--- config.mk ---
export PLATFORM = sky130hd
export DESIGN_NAME = fetch_unit
export DESIGN_NICKNAME = d
export VERILOG_FILES = /design/src/rtl/fetch_unit.sv
export SDC_FILE = /design/constraint.sdc
export NUM_CORES = 1
export LEC_CHECK = 0
export ABC_AREA = 1
export CAP_MARGIN = 20
export CORE_MARGIN = 2
export CORE_UTILIZATION = 42
export CTS_BUF_LIST = sky130_fd_sc_hd__clkbuf_2 sky130_fd_sc_hd__clkbuf_4 sky130_fd_sc_hd__clkbuf_8
export DETAILED_ROUTE_END_ITERATION = 6
export DONT_BUFFER_PORTS = 1
export SLEW_MARGIN = 0
export SYNTH_ARGS = -nofsm -noshare
export SYNTH_HDL_FRONTEND = slang
export SYNTH_SLANG_ARGS = --single-unit
--- constraint.sdc ---
create_clock -name clk -period 4.8 [get_ports clk]
set_clock_uncertainty 0.15 [all_clocks]
set_input_delay 0.72 -clock clk [delete_from_list [all_inputs] [get_ports clk]]
set_output_delay 0.72 -clock clk [all_outputs]
set_load 0.1 [all_outputs]
--- src/rtl/fetch_unit.sv ---
// fetch_unit: instruction-fetch stage with PC, memory address drive and a small PC/instruction queue to decode.
// Ports: clk, rst_n (async active-low); Addr_sig -> imem byte address (the PC), Inst_sig <- word at Addr_sig;
//        redirect_valid/redirect_target: branch/jump restart; dec_valid/dec_ready/dec_inst/dec_pc: head of queue;
//        misalign_err: one-cycle pulse after a rejected misaligned redirect.
module fetch_unit #(
  parameter logic [31:0] RESET_PC = 32'h0000_0000,
  parameter int          DEPTH    = 2,
  parameter logic [31:0] NOP_INST = 32'h0000_0013
) (
  input  logic        clk,
  input  logic        rst_n,
  output logic [31:0] Addr_sig,
  input  logic [31:0] Inst_sig,
  input  logic        redirect_valid,
  input  logic [31:0] redirect_target,
  input  logic        dec_ready,
  output logic        dec_valid,
  output logic [31:0] dec_inst,
  output logic [31:0] dec_pc,
  output logic        misalign_err
);
  localparam int PW = $clog2(DEPTH);
  localparam logic [PW:0] FULL = (PW+1)'(DEPTH);
  logic [31:0] pc_q, pc_d;
  logic [31:0] pcm_q [DEPTH];
  logic [31:0] pcm_d [DEPTH];
  logic [31:0] inm_q [DEPTH];
  logic [31:0] inm_d [DEPTH];
  logic [PW-1:0] head_q, head_d, tail_q, tail_d;
  logic [PW:0] count_q, count_d;
  logic mis_q, mis_d;
  logic redir, pop, push;
  assign Addr_sig     = pc_q;
  assign dec_valid    = count_q != '0;
  assign dec_inst     = dec_valid ? inm_q[head_q] : NOP_INST;
  assign dec_pc       = dec_valid ? pcm_q[head_q] : 32'h0;
  assign misalign_err = mis_q;
  always_comb begin
    // a misaligned redirect is dropped, so fetch carries on as if it never arrived
    redir   = redirect_valid & (redirect_target[1:0] == 2'b00);
    pop     = dec_valid & dec_ready;
    // a pop frees the slot in the same cycle, so a full queue can still accept
    push    = ~redir & ((count_q < FULL) | pop);
    pc_d    = redir ? redirect_target : push ? pc_q + 32'd4 : pc_q;
    pcm_d   = pcm_q;
    inm_d   = inm_q;
    if (push) begin
      pcm_d[tail_q] = pc_q;
      inm_d[tail_q] = Inst_sig;
    end
    head_d  = redir ? '0 : head_q + PW'(pop);
    tail_d  = redir ? '0 : tail_q + PW'(push);
    count_d = redir ? '0 : count_q + (PW+1)'(push) - (PW+1)'(pop);
    mis_d   = redirect_valid & (redirect_target[1:0] != 2'b00);
  end
  always_ff @(posedge clk or negedge rst_n) begin
    if (!rst_n) begin
      pc_q    <= RESET_PC;
      pcm_q   <= '{default: '0};
      inm_q   <= '{default: '0};
      head_q  <= '0;
      tail_q  <= '0;
      count_q <= '0;
      mis_q   <= 1'b0;
    end else begin
      pc_q    <= pc_d;
      pcm_q   <= pcm_d;
      inm_q   <= inm_d;
      head_q  <= head_d;
      tail_q  <= tail_d;
      count_q <= count_d;
      mis_q   <= mis_d;
    end
  end
endmodule

Word-level counts from Yosys, hierarchy flattened
Cells that the tools add are included.
W data, S select, Z words.

storage, ports and cells
  bits in registers = 165
  input bits = 68
  output and inout port bits = 98

operators by class
  add/sub/neg operators = 5
  magnitude comparators = 4
  muxes and demuxes = 17
  bitwise gates (word level) = 8
  reduce and logical (&&, ||, !) cells = 5

operators by type and width
  operator                 number
  $mux W32                 11
  $bwmux W64               2
  $add A32 B3 Y32 const B  1
  $demux W32 S1            1
  $reduce_bool A2 Y1       3
  $and A1 B1 Y1            4
  $ge A2 B2 Y1 const B     2
  $not A1 Y2               2
  $add A1 B1 Y1            2
  $add A2 B1 Y2            1
  $logic_not A2 Y1         1
  $lt A2 B1 Y1 const B     1
  $lt A2 B2 Y1 const B     1
  $mux W1                  2
  $mux W2                  1
  $sub A2 B1 Y2            1
  $logic_and A1 B1 Y1      1
  $not A1 Y1               1
  $or A1 B1 Y1             1

Depth between registers and ports, before layout
Gate-level depths: netlist (run 1).

  depth after elaboration = 7
  gate-level depth with buffers = 11

Worst setup path after synthesis (run 1)
Ideal clock, no wire load.

  path kind = reg-to-output
  start = reg head_q
  end = out dec_inst[0]
  arrival time = 2,823 ps
  path slack = 1,107 ps
  cell stages (with the launch flop) = 4
  path buffers = 2
  path through = dfrtp_1 -> buf_2 -> buf_2 -> o21ai_0

between the ends
  longest elaborated chain between the ends = 5

RTL lines
  element                                       RTL line  RTL
  start, declared                               29        logic [PW-1:0] head_q, head_d, tail_q, tail_d;
  start signal, assigned                        61        head_q <= '0;
  start signal, assigned                        69        head_q <= head_d;
  $not A1 Y2 (not written as such)              35        assign dec_inst = dec_valid ? inm_q[head_q] : NOP_INST;
  $mux W32 (not written as such) (3 in series)  35
  $mux W32                                      35
  end, declared                                 18        output logic [31:0] dec_inst,

No other way between the ends. The select of a mux whose other input is x is not followed.

Worst setup path in the final report (run 1)
  start = reg head_q
  end = out dec_inst[18]

The elaborated chain is that of the path after synthesis.

==> results of run 1 <==
-- metal layers --
metal	wire, um	share of wire	track usage
met5	0	0	0
met1	9186	0.44	0.2892
met3	1807	0.087	0.06629
met4	352	0.017	0.06158
met2	9437	0.45	0.3354
-- state kept, by name (all words and copies together) (netlist names) --
register      count
inm_q            64
pcm_q            64
Addr_sig         32
count_q           2
head_q            1
misalign_err      1
tail_q            1
-- synthesized netlist by cell type --
| cell type | count | area (um2) |
|---|---|---|
| sky130_fd_sc_hd__nor2_1 | 72 | 270.3 |
| sky130_fd_sc_hd__buf_2 | 17 | 85.08 |
| sky130_fd_sc_hd__dfrtp_1 | 165 | 4129 |
| sky130_fd_sc_hd__o21ai_2 | 1 | 8.760 |
| sky130_fd_sc_hd__buf_6 | 1 | 11.26 |
| sky130_fd_sc_hd__buf_4 | 1 | 7.510 |
| sky130_fd_sc_hd__nand2_1 | 203 | 762.0 |
| sky130_fd_sc_hd__nor2_2 | 9 | 56.30 |
| sky130_fd_sc_hd__clkbuf_1 | 25 | 93.84 |
| sky130_fd_sc_hd__nand2_2 | 8 | 50.05 |
| sky130_fd_sc_hd__nor2_4 | 4 | 45.04 |
| sky130_fd_sc_hd__nand4_1 | 1 | 6.260 |
| sky130_fd_sc_hd__xnor2_1 | 3 | 26.28 |
| sky130_fd_sc_hd__o31ai_1 | 1 | 7.510 |
| sky130_fd_sc_hd__nand3b_1 | 2 | 15.01 |
| sky130_fd_sc_hd__nand3_1 | 38 | 190.2 |
| sky130_fd_sc_hd__xor2_1 | 8 | 70.07 |
| sky130_fd_sc_hd__a31oi_1 | 1 | 6.260 |
| sky130_fd_sc_hd__mux2_2 | 40 | 450.4 |
| sky130_fd_sc_hd__inv_1 | 108 | 405.4 |
| sky130_fd_sc_hd__a21oi_1 | 92 | 460.4 |
| sky130_fd_sc_hd__buf_1 | 8 | 30.03 |
| sky130_fd_sc_hd__o211ai_1 | 6 | 45.04 |
| sky130_fd_sc_hd__o21ai_0 | 138 | 690.7 |
| sky130_fd_sc_hd__ha_1 | 5 | 62.56 |
| sky130_fd_sc_hd__inv_2 | 3 | 11.26 |
| sky130_fd_sc_hd__nand3_2 | 2 | 20.02 |
| sky130_fd_sc_hd__nor3b_1 | 2 | 15.01 |
-- repair_timing --
| item | 4_1_cts | 5_1_grt |
|---|---|---|
| setup endpoints to repair | 0 | 0 |
| endpoints found under the hold margin | 165 | 0 |
| buffers inserted | 0 | 0 |
| hold buffers | 1 | 0 |
-- cell families (layout without fill, tap and decap cells) --
kind of cell / Yosys count / in the layout / synth area share
xor+xnor: 11 / 11 / 0.01200
fa+ha+maj: 5 / 5 / 0.007789
buf+inv: 163 / 203 / 0.08023
compound gates: 239 / 239 / 0.1517
flops: 165 / 165 / 0.5141
mux: 40 / 40 / 0.05608
simple gates: 341 / 341 / 0.1781
-- worst reg2reg max path, cell delays in order, from the launching register on --
cell	delay, ns
sky130_fd_sc_hd__dfrtp_1	0.41
sky130_fd_sc_hd__nand2_1	0.19
sky130_fd_sc_hd__inv_1	0.18
sky130_fd_sc_hd__nor2_2	0.27
sky130_fd_sc_hd__ha_4	0.73
sky130_fd_sc_hd__buf_4	0.57
sky130_fd_sc_hd__o21ai_0	0.17
-- through the flow --
step / util / setup WS, ns / std cells / instance area [um2]
after floorplan: - / 1.107 / 964 / 8031
after global placement: 0.4677 / 1.440 / 1197 / 8748
after detailed placement: 0.4746 / 1.417 / 1204 / 8879
after CTS: 0.4955 / 0.9126 / 1236 / 9269
after global routing: 0.4981 / 0.7798 / 1238 / 9316
final: 0.4981 / 0.9999 / 1238 / 9316
-- cell usage in the layout (no fill, tap or decap) --
cell type and n:
sky130_fd_sc_hd__nand4_1 1, sky130_fd_sc_hd__o21ai_0 135, sky130_fd_sc_hd__buf_12 1, sky130_fd_sc_hd__o211ai_1 6
sky130_fd_sc_hd__nor2_1 72, sky130_fd_sc_hd__xnor2_1 3, sky130_fd_sc_hd__buf_8 5, sky130_fd_sc_hd__inv_1 107
sky130_fd_sc_hd__nand3b_1 2, sky130_fd_sc_hd__ha_4 2, sky130_fd_sc_hd__o21ai_2 4, sky130_fd_sc_hd__clkinv_4 1
sky130_fd_sc_hd__nor2_4 4, sky130_fd_sc_hd__clkbuf_4 5, sky130_fd_sc_hd__nand3_2 2, sky130_fd_sc_hd__bufinv_16 1
sky130_fd_sc_hd__buf_16 4, sky130_fd_sc_hd__nor3b_1 2, sky130_fd_sc_hd__inv_6 1, sky130_fd_sc_hd__nor2_2 9
sky130_fd_sc_hd__ha_1 3, sky130_fd_sc_hd__a21oi_2 61, sky130_fd_sc_hd__dfrtp_1 164, sky130_fd_sc_hd__buf_4 51
sky130_fd_sc_hd__nand3_1 38, sky130_fd_sc_hd__a31oi_1 1, sky130_fd_sc_hd__clkinvlp_4 2, sky130_fd_sc_hd__dfrtp_4 1
sky130_fd_sc_hd__clkinv_2 3, sky130_fd_sc_hd__o31ai_1 1, sky130_fd_sc_hd__inv_2 4, sky130_fd_sc_hd__nand2_1 203
sky130_fd_sc_hd__mux2_2 40, sky130_fd_sc_hd__clkbuf_8 18, sky130_fd_sc_hd__xor2_1 8, sky130_fd_sc_hd__nand2_2 8
sky130_fd_sc_hd__a21oi_1 31
-- area by class of cell --
cell class	count	area, um2
repair buffers	61	588.1
fillers	1769	9389
inverters	111	416.7
well taps	234	292.8
flip-flops and latches	165	4133
multi-input cells	636	3523
clock inverters	8	77.57
clock buffers	23	285.3
-- final timing paths --
path	start	end	slack, ns	cells after the start
hold reg to reg	inm_q[56]$_DFFE_PN0P_	inm_q[56]$_DFFE_PN0P_	0.35	1
hold / removal	rst_n	inm_q[26]$_DFFE_PN0P_	0.1	1
setup / recovery	head_q$_DFF_PN0_	dec_inst[18]	1.0	4
setup reg to reg	count_q[1]$_DFF_PN0_	pcm_q[22]$_DFFE_PN0P_	2.01	6
min in group clk	redirect_valid	misalign_err$_DFF_PN0_	0.22	2
max in group asynchronous	rst_n	inm_q[31]$_DFFE_PN0P_	3.72	1
==> results.txt, run 1 <==
----------------------------------------------------
[CTS]
  Clock sinks ... ~170
  Clock latency on the worst-skew pair ... between 0.4 and 0.5 ns
  Clock tree root driver cell ... sky130_fd_sc_hd__clkbuf_8
  Post-cts repair resize count ... 0
  CTS tree ... done
  Maximum buffer depth of the clock tree ... 2
  Clock edge transition at the registers on the reported setup and hold paths ... about 0.09 ns
  Cts bufs inserted ... 17
  Clock H-tree levels ... 4

[Synth]
  Number of cells produced by synthesis ... slightly below 1000
  Number of different library cells in the post-synthesis netlist ... 28
  Post-Synthesis Net Count ... between 1000 and 1500
  Mapped Avg Cell Area ... 8.331 um2
  Post-Syn Area ... approximately 0.008 mm2
  Synthesis warning total ... 0
  Post-synthesis sequential area ratio ... 0.5141
  Number of synthesized register bits ... roughly 170

[Route]
  Post-detailed-route wirelength per cell ... about 17 um
  Drt first-iter violations ... roughly 370
  Ratio of routed vias to standard cells ... 5.188
  Antenna viol nets, final ... 0
  First drt pass iteration count ... 6
  Vias post-DR ... about 6400
  Residual DRC ... 0
  Drt total wl ... roughly 21000 um

[Critical path]
  Critical path buffers and inverters ... 2
  CP max FO ... 81
  Kind of start point of the critical path ... register
  Most repeated library cell on the critical path ... sky130_fd_sc_hd__buf_4
  Data required, critical path ... roughly 3.9 ns
  Critical Path Sink Type ... output port
  Delay of the slowest cell on the worst path ... 1.10 ns
  Worst EP arrival ... 2.93 ns
  Critical-path cell with the highest stage delay ... sky130_fd_sc_hd__dfrtp_4
  Kind of cell adding the most delay to the critical path ... flip-flops
  Sequence of cells on the critical path ... buf_4 > o21ai_0 > a21oi_2 > buf_4
  Critical setup path kind ... register to output port

[Finish]
  Layout cells sized above 1 ... 0.2261
  Final net count ... approximately 1100
  Synth-to-Final Area Change ... 16.00%
  Antenna Cells ... 0

[STA]
  Setup repair after global routing missed its margin ... false
  Final count of pins violating max slew ... 0
  Final period util ... 0.7917
  Highest attainable clock frequency ... between 200 and 300 MHz
  Max-slew headroom ... 0.2094
  Slew of the pin with the lowest slew margin ... about 1.2 ns
  Sum of negative setup slack ... 0 ns
  Min Clock Period, post-route ... between 3 and 4 ns
  Count of endpoints failing hold in the final timing report ... 0
  Count of endpoints failing setup in the final report ... 0
  Final-layout worst hold slack ... between 0.09 and 0.1 ns

[Floorplanning]
  Width of the die ... 142.3 um
  Core Box Area ... around 0.019 mm2
  Top-level I/O count ... about 170
  Die Span Y ... ~140 um
  Die Footprint ... roughly 0.02 mm2
  Std cell rows ... 50
  Initial standard-cell utilization of the core ... 0.4294

[Outcome]
  Status ... finished, final reports clean

[Placed design]
  Half-perimeter wire length after detailed placement ... roughly 14000 um
  Number of buffer cells added on primary ports ... 0
  Last weighted congestion value of the routability-driven placer ... about 0.83

[Global routing]
  GRT Util Overall ... 0.2146
  Pin count of the biggest net entering global routing ... 166
  Total global routing overflow ... 0
  First-pass GRT wire length ... about 34000 um
  Initial antenna violation count ... 0
  Vias in the first global route ... roughly 6300

[Hold path]
  Classification of the worst-slack hold path ... primary input to asynchronous set/reset pin

[Flow run]
  Number of violations of the max-capacitance limit ... 0

----------------------------------------------------
Power of run 1 is not shown: default switching activity piles up to over one toggle a cycle in this logic, so the estimate is an artifact.
==> run 2: changes to the inputs <==
Clock period 4.8 ns to 3.08 ns, I/O delays scaled along.
==> results.txt, run 2 (synthesis results as in run 1) <==
----------------------------------------------------
[Route]
  Antenna viol nets, final ... 0 (unchanged)
  First drt pass iteration count ... 4 (was 6)
  Vias post-DR ... 6825 (was 6423)
  Post-detailed-route wirelength per cell ... 15.90 um (was 16.79 um)
  Drt total wl ... 21360 um (was 20780 um)
  Residual DRC ... 0 (unchanged)
  Ratio of routed vias to standard cells ... 5.082 (was 5.188)
  Drt first-iter violations ... 340 (was 366)

[Finish]
  Most common cell after layout, fill and taps aside ... sky130_fd_sc_hd__nand2_1 (unchanged)
  Final net count ... 1171 (was 1065)
  Antenna Cells ... 0 (unchanged)
  Number of filler instances in the final layout ... 1700 (was 1769)
  Top library cells by usage in the layout, fill and taps aside ... 203 x sky130_fd_sc_hd__nand2_1, 164 x sky130_fd_sc_hd__dfrtp_1, 135 x sky130_fd_sc_hd__o21ai_0, 107 x sky130_fd_sc_hd__inv_1, 105 x sky130_fd_sc_hd__buf_4 (was 203 x sky130_fd_sc_hd__nand2_1, 164 x sky130_fd_sc_hd__dfrtp_1, 135 x sky130_fd_sc_hd__o21ai_0, 107 x sky130_fd_sc_hd__inv_1, 72 x sky130_fd_sc_hd__nor2_1)
  Synth-to-Final Area Change ... 27.84% (was 16.00%)
  Layout cells sized above 1 ... 0.2480 (was 0.2261)

[Outcome]
  Status ... finished with violations (was finished, final reports clean)
  Violations in the final reports ... hold timing

[Placed design]
  Last weighted congestion value of the routability-driven placer ... 0.8810 (was 0.8303)
  Post-Place Setup Slack ... 0.6582 ns (was 1.417 ns)
  Half-perimeter wire length after detailed placement ... 14730 um (was 13700 um)
  Number of buffer cells added on primary ports ... 0 (unchanged)

[STA]
  Count of endpoints failing setup in the final report ... 0 (unchanged)
  Setup repair after global routing missed its margin ... false (unchanged)
  Final WS setup ... 0.2203 ns (was 0.9999 ns)
  Highest attainable clock frequency ... about 350 MHz
  Final-layout worst hold slack ... -0.4541 ns (was 0.09595 ns)
  Min Clock Period, post-route ... 2.860 ns
  Count of endpoints failing hold in the final timing report ... 165 (was 0)
  Slew of the pin with the lowest slew margin ... 1.044 ns (was 1.187 ns)
  Final period util ... 0.9285
  Max-slew headroom ... 0.3040 (was 0.2094)
  Final count of pins violating max slew ... 0 (unchanged)

[Critical path]
  Critical Path Sink Type ... output port (unchanged)
  Critical setup path kind ... register to output port (unchanged)
  Worst EP arrival ... 2.25 ns (was 2.93 ns)
  Kind of start point of the critical path ... register (unchanged)
  Data required, critical path ... 2.47 ns (was 3.93 ns)
  Reg2reg setup slack ... 0.86 ns (was 2.01 ns)
  CP max FO ... 22 (was 81)
  Worst-case reg-to-reg path depth ... 6 (unchanged)

[Floorplanning]
  Initial standard-cell utilization of the core ... 0.4294 (unchanged)
  Die Footprint ... 0.02025 mm2 (unchanged)
  Std cell rows ... 50 (unchanged)
  Top-level I/O count ... 166 (unchanged)
  Core Box Area ... 0.01871 mm2 (unchanged)
  Die Span Y ... 142.3 um (unchanged)
  Width of the die ... 142.3 um (unchanged)

[CTS]
  Number of buffers added for setup after CTS ... 0 (unchanged)
  Clock H-tree levels ... 4 (unchanged)
  Clock latency on the worst-skew pair ... 0.46 ns (was 0.45 ns)
  Maximum buffer depth of the clock tree ... 2 (unchanged)
  Post-cts repair resize count ... 0 (unchanged)
  Clock sinks ... 165 (unchanged)
  Post-CTS Hold Fix Bufs ... 57 (was 1)
  Clock edge transition at the registers on the reported setup and hold paths ... 0.08 ns (was 0.09 ns)
  CTS tree ... done (unchanged)
  Cts bufs inserted ... 17 (unchanged)
  Clock tree root driver cell ... sky130_fd_sc_hd__clkbuf_8 (unchanged)

[Global routing]
  GRT Util Overall ... 0.2182 (was 0.2146)
  Total global routing overflow ... 0 (unchanged)
  Pin count of the biggest net entering global routing ... 166 (unchanged)
  Initial antenna violation count ... 0 (unchanged)
  Vias in the first global route ... 6754 (was 6301)
  First-pass GRT wire length ... 34710 um (was 33910 um)

[Flow run]
  Number of violations of the max-capacitance limit ... 0 (unchanged)

[Hold path]
  Classification of the worst-slack hold path ... primary input to asynchronous set/reset pin (unchanged)

----------------------------------------------------
-- run 2: cell count changes in the layout (fill, tap and decap cells not counted), moves of 3 or more --
cell,previous run,this run
sky130_fd_sc_hd__dlygate4sd3_1,0,57
sky130_fd_sc_hd__buf_4,51,105
sky130_fd_sc_hd__buf_8,5,0
sky130_fd_sc_hd__buf_12,1,5
sky130_fd_sc_hd__buf_16,4,0
sky130_fd_sc_hd__bufinv_16,1,5
sky130_fd_sc_hd__clkbuf_4,5,2
-- run 2: path summary, 6_finish.rpt --
kind,end,start
max reg2reg,inm_q[42]$_DFFE_PN0P_,count_q[1]$_DFF_PN0_
max in group asynchronous,pcm_q[47]$_DFFE_PN0P_,rst_n
max,dec_inst[25],count_q[1]$_DFF_PN0_
min,inm_q[51]$_DFFE_PN0P_,rst_n
min reg2reg,inm_q[53]$_DFFE_PN0P_,inm_q[53]$_DFFE_PN0P_
min in group clk,Addr_sig[23]$_DFFE_PN0P_,redirect_target[23]
-- run 2: critical path, cell delays in order (launching register included) --
cell and delay [ns]:
sky130_fd_sc_hd__dfrtp_1 0.42, sky130_fd_sc_hd__nor2_1 0.37, sky130_fd_sc_hd__inv_2 0.28, sky130_fd_sc_hd__buf_4 0.29, sky130_fd_sc_hd__o21ai_0 0.12, sky130_fd_sc_hd__a21oi_2 0.07, sky130_fd_sc_hd__buf_4 0.25
-- run 2: per-stage QoR --
| step | cells | TNS, ns | util | cell area (um2) | hold WS (ns) |
|---|---|---|---|---|---|
| 6_report | 1343 | 0 | 0.5489 | 10270 | -0.4541 |
| 5_1_grt | 1343 | 0 | 0.5489 | 10270 | -0.4879 |
| 4_1_cts | 1343 | 0 | 0.5489 | 10270 | -0.4851 |
| 3_5_place_dp | 1256 | 0 | 0.4947 | 9254 | 0.02365 |
| 3_3_place_gp | 1256 | 0 | 0.4947 | 9254 | 0.02425 |
| 2_1_floorplan | 964 | -1.331 | - | 8061 | 0.01641 |
-- run 2: final cells by class --
| class | instances | area, um2 | area share |
|---|---|---|---|
| sequential | 165 | 4133 | 0.4025 |
| clock inverter | 10 | 180.2 | 0.01755 |
| clock buffer | 20 | 262.8 | 0.02559 |
| timing repair buffer | 167 | 1459 | 0.1421 |
| tap | 234 | 292.8 | 0.02852 |
| multi-input combinational | 636 | 3523 | 0.3432 |
| inverter | 111 | 416.7 | 0.04058 |
-- run 2: per-layer routing --
layer  vias to the layer above  GRT usage  part of all wire
li1                       3368          -                 -
met1                      3210     0.3040              0.46
met2                       214     0.3359              0.45
met3                        33    0.04778             0.062
met4                         0    0.08000             0.025
met5                         -          0                 0
Power of run 2 is left out for the same reason.
